<file path="config.mk">
export PLATFORM = sky130hd
export DESIGN_NAME = rd_req_arb
export DESIGN_NICKNAME = d
export VERILOG_FILES = /design/src/rtl/rd_req_arb_pkg.sv /design/src/rtl/rd_req_arb_tag_fifo.sv /design/src/rtl/rd_req_arb.sv
export SDC_FILE = /design/constraint.sdc
export NUM_CORES = 1
export LEC_CHECK = 0
export ABC_AREA = 1
export CAP_MARGIN = 10
export CORE_AREA = 5 5 309 311
export CTS_CLUSTER_SIZE = 10
export DETAILED_ROUTE_END_ITERATION = 10
export DIE_AREA = 0 0 314 316
export GPL_ROUTABILITY_DRIVEN = 0
export GPL_TIMING_DRIVEN = 1
export HOLD_SLACK_MARGIN = 0.1
export PLACE_DENSITY = 0.39
export SYNTH_ARGS = -nofsm -noshare
export SYNTH_HDL_FRONTEND = slang
export SYNTH_SLANG_ARGS = --single-unit
</file>
<file path="constraint.sdc">
create_clock -name clk -period 4.34 [get_ports clk]
set_input_delay 1.085 -clock clk [delete_from_list [all_inputs] [get_ports clk]]
set_output_delay 1.085 -clock clk [all_outputs]
set_load 0.01 [all_outputs]
</file>
<file path="src/rtl/rd_req_arb_pkg.sv">
// Shared constants for the RDMA read-request arbiter: burst-length field width,
// requester count, outstanding-command depth and the requester index names.
`timescale 1ns/1ps
package rd_req_arb_pkg;

  localparam int AXI_BURST_LEN      = 16;
  localparam int LOG2_AXI_BURST_LEN = $clog2(AXI_BURST_LEN);

  localparam int RDMA_NREQ      = 3;
  localparam int RDMA_ID_W      = 2;
  localparam int RDMA_OST_DEPTH = 8;
  localparam int RDMA_DAT_W     = 256;
  localparam int RDMA_PD_W      = LOG2_AXI_BURST_LEN + 64;

  typedef enum logic [RDMA_ID_W-1:0] {
    RDMA_ID_RES  = 2'd0,
    RDMA_ID_FEAT = 2'd1,
    RDMA_ID_WT   = 2'd2
  } rdma_id_e;

endpackage

</file>
<file path="src/rtl/rd_req_arb_tag_fifo.sv">
// Small synchronous FIFO holding {requester id, burst length} per outstanding
// command; the head is visible combinationally so responses route with no delay.
`timescale 1ns/1ps
module rd_tag_fifo #(
  parameter int  W     = 6,
  parameter int  DEPTH = 8,
  localparam int AW    = $clog2(DEPTH),
  localparam int CNT_W = AW + 1
) (
  input  logic             clk,
  input  logic             rst_n,
  input  logic             push_i,
  input  logic             pop_i,
  input  logic [W-1:0]     wdata_i,
  output logic [W-1:0]     rdata_o,
  output logic             full_o,
  output logic             empty_o,
  output logic [CNT_W-1:0] count_o
);

  logic [W-1:0]     mem_q [DEPTH];
  logic [AW-1:0]    wr_q, wr_d;
  logic [AW-1:0]    rd_q, rd_d;
  logic [CNT_W-1:0] cnt_q, cnt_d;
  logic             do_push, do_pop;

  assign full_o  = (cnt_q == CNT_W'(DEPTH));
  assign empty_o = (cnt_q == '0);
  assign count_o = cnt_q;
  assign rdata_o = mem_q[rd_q];

  assign do_push = push_i & ~full_o;
  assign do_pop  = pop_i & ~empty_o;

  always_comb begin
    wr_d  = wr_q;
    rd_d  = rd_q;
    cnt_d = cnt_q;
    if (do_push) wr_d = (wr_q == AW'(DEPTH - 1)) ? '0 : wr_q + AW'(1);
    if (do_pop)  rd_d = (rd_q == AW'(DEPTH - 1)) ? '0 : rd_q + AW'(1);
    case ({do_push, do_pop})
      2'b10:   cnt_d = cnt_q + CNT_W'(1);
      2'b01:   cnt_d = cnt_q - CNT_W'(1);
      default: cnt_d = cnt_q;
    endcase
  end

  // Storage carries no reset; the pointers and count alone define validity.
  always_ff @(posedge clk) begin
    if (do_push) mem_q[wr_q] <= wdata_i;
  end

  always_ff @(posedge clk or negedge rst_n) begin
    if (!rst_n) begin
      wr_q  <= '0;
      rd_q  <= '0;
      cnt_q <= '0;
    end else begin
      wr_q  <= wr_d;
      rd_q  <= rd_d;
      cnt_q <= cnt_d;
    end
  end

endmodule

</file>
<file path="src/rtl/rd_req_arb.sv">
// Round-robin arbiter sharing one MCIF read channel among the RDMA engines; a tag
// FIFO remembers who issued each command so in-order response beats are routed back.
`timescale 1ns/1ps
module rd_req_arb
  import rd_req_arb_pkg::*;
#(
  parameter int  NREQ      = RDMA_NREQ,
  parameter int  ID_W      = RDMA_ID_W,
  parameter int  OST_DEPTH = RDMA_OST_DEPTH,
  parameter int  DAT_W     = RDMA_DAT_W,
  parameter int  LEN_W     = LOG2_AXI_BURST_LEN,
  parameter int  PD_W      = LEN_W + 64,
  localparam int CNT_W     = $clog2(OST_DEPTH) + 1
) (
  input  logic                 clk,
  input  logic                 rst_n,
  input  logic [NREQ-1:0]      req_vld,
  output logic [NREQ-1:0]      req_rdy,
  input  logic [NREQ*PD_W-1:0] req_pd,
  output logic                 rd_req_vld,
  input  logic                 rd_req_rdy,
  output logic [PD_W-1:0]      rd_req_pd,
  input  logic                 rd_rsp_vld,
  output logic                 rd_rsp_rdy,
  input  logic [DAT_W-1:0]     rd_rsp_pd,
  output logic [NREQ-1:0]      rsp_vld,
  input  logic [NREQ-1:0]      rsp_rdy,
  output logic [DAT_W-1:0]     rsp_pd,
  output logic                 rsp_last,
  output logic [CNT_W-1:0]     ost_cnt,
  output logic                 err
);

  localparam int TAG_W = ID_W + LEN_W;

  logic [ID_W-1:0]  ptr_q, ptr_d;
  logic [LEN_W-1:0] beat_q, beat_d;
  logic             err_q, err_d;

  logic             any_hi, any_lo, any_req, active_req;
  logic [ID_W-1:0]  id_hi, id_lo, grant_id;
  logic             tag_full, tag_empty;
  logic [TAG_W-1:0] push_tag, head_tag;
  logic [ID_W-1:0]  hid;
  logic [LEN_W-1:0] hlen;
  logic             hid_rdy;
  logic             cmd_hs, rsp_hs, rsp_pop;

  // Two passes: requesters at or above the pointer win first, then wrap to 0.
  always_comb begin
    any_hi = 1'b0;
    any_lo = 1'b0;
    id_hi  = '0;
    id_lo  = '0;
    for (int i = 0; i < NREQ; i++) begin
      if (!any_hi && req_vld[i] && (ID_W'(i) >= ptr_q)) begin
        any_hi = 1'b1;
        id_hi  = ID_W'(i);
      end
    end
    for (int i = 0; i < NREQ; i++) begin
      if (!any_lo && req_vld[i]) begin
        any_lo = 1'b1;
        id_lo  = ID_W'(i);
      end
    end
  end

  assign grant_id   = any_hi ? id_hi : id_lo;
  assign any_req    = any_hi | any_lo;
  // Request-side outputs are combinational from req_vld, so hold them low in reset.
  assign active_req = rst_n & any_req;

  assign rd_req_vld = active_req & ~tag_full;
  assign cmd_hs     = rd_req_vld & rd_req_rdy;

  always_comb begin
    rd_req_pd = '0;
    for (int i = 0; i < NREQ; i++) begin
      if (active_req && (grant_id == ID_W'(i))) rd_req_pd = req_pd[i*PD_W +: PD_W];
    end
  end

  assign push_tag = {grant_id, rd_req_pd[PD_W-1 -: LEN_W]};
  assign hid      = head_tag[TAG_W-1 -: ID_W];
  assign hlen     = head_tag[LEN_W-1:0];

  always_comb begin
    hid_rdy = 1'b0;
    for (int i = 0; i < NREQ; i++) begin
      if (hid == ID_W'(i)) hid_rdy = rsp_rdy[i];
    end
  end

  assign rd_rsp_rdy = ~tag_empty & hid_rdy;
  assign rsp_last   = ~tag_empty & (beat_q == hlen);
  assign rsp_hs     = rd_rsp_vld & rd_rsp_rdy;
  assign rsp_pop    = rsp_hs & rsp_last;
  assign rsp_pd     = rd_rsp_pd;
  assign err        = err_q;

  for (genvar gi = 0; gi < NREQ; gi++) begin : g_req
    assign req_rdy[gi] = cmd_hs & (grant_id == ID_W'(gi));
    assign rsp_vld[gi] = rd_rsp_vld & ~tag_empty & (hid == ID_W'(gi));
  end

  rd_tag_fifo #(
    .W     (TAG_W),
    .DEPTH (OST_DEPTH)
  ) u_tag_fifo (
    .clk     (clk),
    .rst_n   (rst_n),
    .push_i  (cmd_hs),
    .pop_i   (rsp_pop),
    .wdata_i (push_tag),
    .rdata_o (head_tag),
    .full_o  (tag_full),
    .empty_o (tag_empty),
    .count_o (ost_cnt)
  );

  always_comb begin
    ptr_d  = ptr_q;
    beat_d = beat_q;
    err_d  = err_q | (rd_rsp_vld & tag_empty);
    if (cmd_hs) ptr_d = (grant_id == ID_W'(NREQ - 1)) ? '0 : grant_id + ID_W'(1);
    if (rsp_pop)     beat_d = '0;
    else if (rsp_hs) beat_d = beat_q + LEN_W'(1);
  end

  always_ff @(posedge clk or negedge rst_n) begin
    if (!rst_n) begin
      ptr_q  <= '0;
      beat_q <= '0;
      err_q  <= 1'b0;
    end else begin
      ptr_q  <= ptr_d;
      beat_q <= beat_d;
      err_q  <= err_d;
    end
  end

endmodule

</file>
==> results of run 1 <==
-- per-layer routing --
metal  wire length (µm)  track usage [%]  vias to the layer above
met5                277             2.27                        -
met4                695             1.77                        6
met3               8740             7.96                       37
met2              17800             11.7                      618
met1              13900             7.60                     2546
li1                   -                -                     2774
-- registers in the layout (all words and copies together), names as in the netlist --
register,flops
u_tag_fifo.mem_q,48
beat_q,4
u_tag_fifo.count_o,4
u_tag_fifo.rd_q,3
u_tag_fifo.wr_q,3
ptr_q,2
err,1
-- layout by cell type (no fill, tap or decap), types with 6 or more instances in the layout --
cell,Yosys,final
dlymetal6s2s_1,0,19
nand2_1,308,308
nor2_1,29,28
o21ai_0,9,9
ha_1,8,8
clkbuf_16,0,9
nand3_1,103,101
buf_4,260,72
inv_2,6,6
edfxtp_1,48,48
inv_1,52,52
buf_12,0,10
dlygate4sd2_1,0,39
clkdlybuf4s15_2,0,6
clkdlybuf4s50_1,0,225
dfrtp_1,17,17
-- where the power goes --
| group | leakage (nW) | switching, mW | internal [mW] |
|---|---|---|---|
| Clock | 0.153 | 0.301 | 0.455 |
| Combinational | 3.45 | 1.24 | 1.10 |
| Sequential | 0.651 | 0.0977 | 0.807 |
-- cells by family after synthesis --
group | share of synthesized area [%]
AOI/OAI and AO/OA | 2.00
xor gates and xnor gates | 0.681
adders and majority gates | 1.87
buffers and inverters | 36.4
DFF | 29.0
and+or+nand+nor | 30.1
-- worst min-delay path by stage --
stage	start	end	slack, ns
after floorplan	beat_q[1]	beat_q[1]	0.50
after global placement	err	err	0.48
after detailed placement	err	err	0.47
after CTS	err	err	0.48
after global routing	err	err	0.52
final	err	err	0.48
-- stage by stage --
step	hold slack, ns	setup TNS, ns	power [mW]
after floorplan	0.496	0	2.23
after global placement	0.478	-17.50	3.30
after detailed placement	0.472	-15.30	3.27
after CTS	0.481	0	4.15
after global routing	0.517	0	4.33
final	0.478	0	4.00
-- area by class of cell --
type,count,area share [%]
flip-flops and latches,65,18.8
clock buffers,9,2.27
repair buffers,380,38.2
inverters,58,2.19
multi-input cells,492,22.7
diodes,1,0.0252
clock inverters,7,0.856
well taps,1197,15.1
-- what timing repair did --
item	CTS	global route
hold endpoints to repair	0	0
gates cloned	4	0
pin swaps	6	1
buffers inserted	13	1
setup endpoints to repair	70	42
resized for setup	71	25
==> summary.txt, run 1 <==
Cells and area
  – Post-Route Utilization: 10.7%
  – Final std cells w/o fill: approximately 2,200
  – Post-Layout Inst Area: 9940 µm²
  – Fill cell count: 10,800
  – Multi-input logic area: 2250 µm²
  – Share of layout cells above drive strength 1: between 10% and 20%
  – Nets@finish: 1,485
  – Reg area: 1870 µm²
  – Area delta synth->final: 54.5%

Routing
  – 1st-pass router iterations: 4
  – Wirelength per Cell: 18.8 µm
  – Via/cell ratio: 2.71
  – DRT antenna net count: 0
  – Vias post-DR: ~6,000
  – Drt total wl: approximately 41,000 µm
  – Post-route DRC: 0
  – DR iter-0 viols: between 200 and 250

Synth
  – Share of the synthesized area in the top cell type: between 30% and 40%
  – Post-synthesis net count: 1,379
  – Most frequent cell after synthesis: nand2_1
  – Post-Syn Instances: 900
  – Top post-synthesis cells by area: buf_4, edfxtp_1, nand2_1, nand3_1, dfrtp_1
  – FFs w/ async S/R, synth: a little over a quarter
  – Cell Area, Synth: about 6400 µm²
  – Synth area leader: buf_4
  – Synth warn: 0
  – Sequential share of the synthesized area: 29.0%
  – Synth unique cells: 36
  – EDFF count, synth: between 40 and 50
  – Top_reg_cell synth: edfxtp_1
  – Synthesized area per cell: ~7.1 µm²
  – Register bit count reported by yosys: between 60 and 70
  – Commonest cells in the netlist: nand2_1, buf_4, nand3_1, inv_1, edfxtp_1

Clocking
  – H-tree depth: 3
  – Hold-fix buffers at CTS: 0
  – Clock sink count: 65
  – Bufs on Longest Clock Path: 2
  – Clock tree from TritonCTS: yes
  – Number of buffers created by CTS: 9
  – Clock-pin slew on the worst setup and hold paths: 0.06 ns
  – Clock latency on the worst-skew pair: between 0.3 and 0.4 ns
  – Root Driver: clkbuf_16

Placement
  – Placed cells: 2,176
  – Port Buffer Count: roughly 300
  – Place WS: -0.347 ns
  – Cell Area, Placed: 9370 µm²
  – DP HPWL: 33,600 µm

STA
  – Slew @ Worst Pin: 0.454 ns
  – F_max: 0.239 GHz
  – Final Skew: 0.00849 ns
  – Endpoints failing hold: 0
  – Count of pins over their slew limit: 0
  – Max transition margin: 69.7%
  – Tmin final: 4.19 ns
  – Tcrit/Tclk final: 96.4%
  – Final setup violation count: 0
  – Worst Setup Slack, final: 0.154 ns
  – RSZ-0062 raised after global routing: false

Worst setup path
  – Number of cells on the critical path: 12
  – Worst flop-to-flop path endpoint: u_tag_fifo.count_o[3]
  – Critical Path Start Type: primary input
  – WP data required: between 3 and 4 ns
  – Cell Chain, Critical Path: dlygate4sd2_1, nand2_1, buf_4, nand3_1, a31oi_2, inv_2, nor2_4, buf_4, buf_4, nand2_1, nand3_1, clkdlybuf4s50_1
  – Max incr delay on CP: 0.55 ns
  – CP dominant cell by count: buf_4
  – CP top delay family: buffers and inverters
  – CP endpoint kind: output pin
  – FF-to-FF setup slack: 1.05 ns
  – Slowest stage cell, crit path: clkdlybuf4s50_1
  – Crit Path Category: primary input to output pin
  – WP buf/inv: 6
  – Worst-path fanout max: 3
  – Critical path destination: rd_req_pd[67]
  – R2r worst-path depth: 20
  – Worst r2r src: u_tag_fifo.rd_q[0]
  – Worst Path Arrival: 3.10 ns
  – Crit path from: req_vld[0]

Global route
  – Number of global-route vias before repair: 6,359
  – Initial antenna violation count: 6
  – Pin count of the biggest net entering global routing: 30
  – GRT Total Usage: under 10%
  – GRT overflow: 0
  – First-pass GRT wire length: approximately 54,000 µm

Run
  – Max Cap Viol: 0

Floorplan
  – Full die area: slightly below 100,000 µm²
  – Die extent in y: 316 µm
  – Die W: approximately 310 µm
  – Core area: between 90,000 and 100,000 µm²
  – Top-level I/O count: 808
  – Num rows: 112
  – Initial Utilization: 6.96%

Worst hold path
  – Worst hold stages: 1
  – Hold WC Path Type: flop to flop

Power
  – Pwr/cell area: 403 nW/µm²
  – Pleak: 4.26 nW
  – Maximum VDD drop: 0.000181 V

Run status
  – Status: finished, final reports clean
Note: power is estimated with default switching activity, not from simulation.
==> run 2: changes to the inputs <==
CORE_AREA = 5 5 311 313   (was 5 5 309 311)
DIE_AREA = 0 0 316 318   (was 0 0 314 316)
PLACE_DENSITY = 0.4   (was 0.39)
clock period = 3.35 ns   (was 4.34 ns; I/O delays follow)
==> summary.txt, run 2 (same netlist as run 1, synthesis figures left out) <==
Routing
  – Via/cell ratio: 2.65
  – Drt total wl: 42,600 µm
  – Vias post-DR: 6,099
  – Wirelength per Cell: between 15 and 20 µm
  – DR iter-0 viols: roughly 250
  – 1st-pass router iterations: 4
  – Post-route DRC: 0
  – DRT antenna net count: 0

Worst hold path
  – Hold Path End: err
  – Hold path start: err
  – Worst hold stages: 1
  – Hold WC Path Type: flop to flop

Cells and area
  – Max reg flops: 48
  – Commonest non-fill, non-tap cell in the layout: nand2_1
  – Share of layout cells above drive strength 1: 23.1%
  – Commonest cells after routing, fill and taps aside: nand2_1, clkdlybuf4s50_1, nand3_1
  – Post-Route Utilization: 10.8%
  – Diodes inserted: 0
  – Post-Layout Inst Area: 10,200 µm²
  – Reg with most FFs: u_tag_fifo.mem_q
  – Final std cells w/o fill: 2,302
  – Area delta synth->final: 58.3%
  – Nets@finish: 1,511

STA
  – Hold slack: between 0.4 and 0.5 ns
  – Final setup violation count: 0
  – Setup TNS: 0 ns
  – Tcrit/Tclk final: 97.0%
  – Slew @ Worst Pin: 0.410 ns
  – Tmin final: 3.25 ns
  – Max transition margin: about 73%
  – Count of pins over their slew limit: 0
  – Endpoints failing hold: 0
  – Final Skew: 0.00825 ns
  – RSZ-0062 raised after global routing: true
  – Worst Setup Slack, final: 0.102 ns
  – F_max: 0.308 GHz

Clocking
  – Root Driver: clkbuf_16
  – Hold-fix buffers at CTS: 0
  – Clock sink count: 65
  – Bufs on Longest Clock Path: 2
  – H-tree depth: 3
  – Clock latency on the worst-skew pair: 0.33 ns
  – Clock-pin slew on the worst setup and hold paths: 0.06 ns
  – Clock tree from TritonCTS: yes
  – Number of buffers created by CTS: 9

Placement
  – DP HPWL: between 30,000 and 40,000 µm
  – Port Buffer Count: 295
  – Place WS: -0.773 ns
  – Placed cells: 2,259
  – Cell Area, Placed: 9630 µm²

Run status
  – Status: finished, final reports clean

Global route
  – GRT overflow: 0
  – Initial antenna violation count: 1
  – Number of global-route vias before repair: 6,689
  – First-pass GRT wire length: approximately 55,000 µm
  – Pin count of the biggest net entering global routing: 21
  – GRT Total Usage: 8.06%

Power
  – Overall Power: 5.39 mW
  – Pwr/cell area: 529 nW/µm²
  – Pleak: about 4.1 nW
  – Maximum VDD drop: 0.000253 V

Floorplan
  – Top-level I/O count: between 800 and 900
  – Die extent in y: 318 µm
  – Die W: 316 µm
  – Core area: about 94,000 µm²
  – Full die area: roughly 100,000 µm²
  – Num rows: 113
  – Initial Utilization: 6.84%

Worst setup path
  – WP buf/inv: 7
  – Worst Path Arrival: 2.41 ns
  – Worst r2r src: u_tag_fifo.rd_q[0]
  – Max incr delay on CP: ~0.23 ns
  – CP endpoint kind: output pin
  – Slowest stage cell, crit path: clkdlybuf4s15_2
  – Worst-path fanout max: 6
  – CP top delay family: buffers and inverters
  – FF-to-FF setup slack: 0.39 ns
  – WP data required: 2.51 ns
  – Crit Path Category: primary input to output pin
  – Cell Chain, Critical Path: buf_4, nand2_2, nand3_2, nand2_1, inv_2, buf_4, nor2_4, buf_12, buf_16, buf_4, nand2_1, nand3_1, clkdlybuf4s15_2
  – CP dominant cell by count: buf_4
  – R2r worst-path depth: 19
  – Critical Path Start Type: primary input
  – Worst flop-to-flop path endpoint: u_tag_fifo.count_o[3]

Run
  – Max Cap Viol: 0
[run 2: changes by cell type in the layout (fill, tap and decap cells not counted), sizes merged]
cell,delta
buf,+66
bufbuf,-3
clkbuf,+28
clkdlybuf4s15,-5
clkdlybuf4s50,-6
clkinv,-2
clkinvlp,+1
diode,-1
dlygate4sd2,-36
dlymetal6s2s,-18
inv,+1
[run 2: per-layer routing]
| layer | part of all wire (%) | global-route usage, % |
|---|---|---|
| met1 | 37 | 8.61 |
| met2 | 42 | 11.7 |
| met3 | 19 | 7.34 |
| met4 | 1.9 | 1.87 |
| met5 | 0 | 0.0967 |
[run 2: layout make-up]
| cell class | instances | area [µm²] |
|---|---|---|
| Fill cell | 11000 | 83800 |
| Timing Repair Buffer | 406 | 3870 |
| Multi-Input combinational cell | 492 | 2330 |
| Sequential cell | 65 | 1870 |
| Tap cell | 1265 | 1580 |
| Clock buffer | 9 | 225 |
| Inverter | 58 | 223 |
| Clock inverter | 7 | 83.8 |
[run 2: worst max-delay path by stage]
stage,start,to,cells past startpoint
floorplan,req_vld[0],rd_req_pd[64],11
finish,req_vld[0],rd_req_pd[6],13
global placement,req_vld[0],rd_req_pd[11],12
detailed placement,req_vld[0],rd_req_pd[11],12
global route,req_vld[0],rd_req_pd[6],14
CTS,req_vld[0],rd_req_pd[44],14
[run 2: repair_timing]
item,in CTS,in global routing
setup buffers,16,6
pin swaps,7,0
endpoints found under the setup margin,74,69
gates cloned,8,0
resized for setup,217,84
[run 2: report_power, final]
| group | internal (mW) | leakage [nW] | total, mW | switching, mW |
|---|---|---|---|---|
| clock network | 0.591 | 0.149 | 0.989 | 0.398 |
| registers | 1.05 | 0.645 | 1.18 | 0.130 |
| logic | 1.51 | 3.35 | 3.22 | 1.71 |
==> run 3: changes to the inputs <==
GPL_ROUTABILITY_DRIVEN = 1   (was 0)
==> results of run 3 <==
Final layout, timing and power as in run 2 (identical DEF).
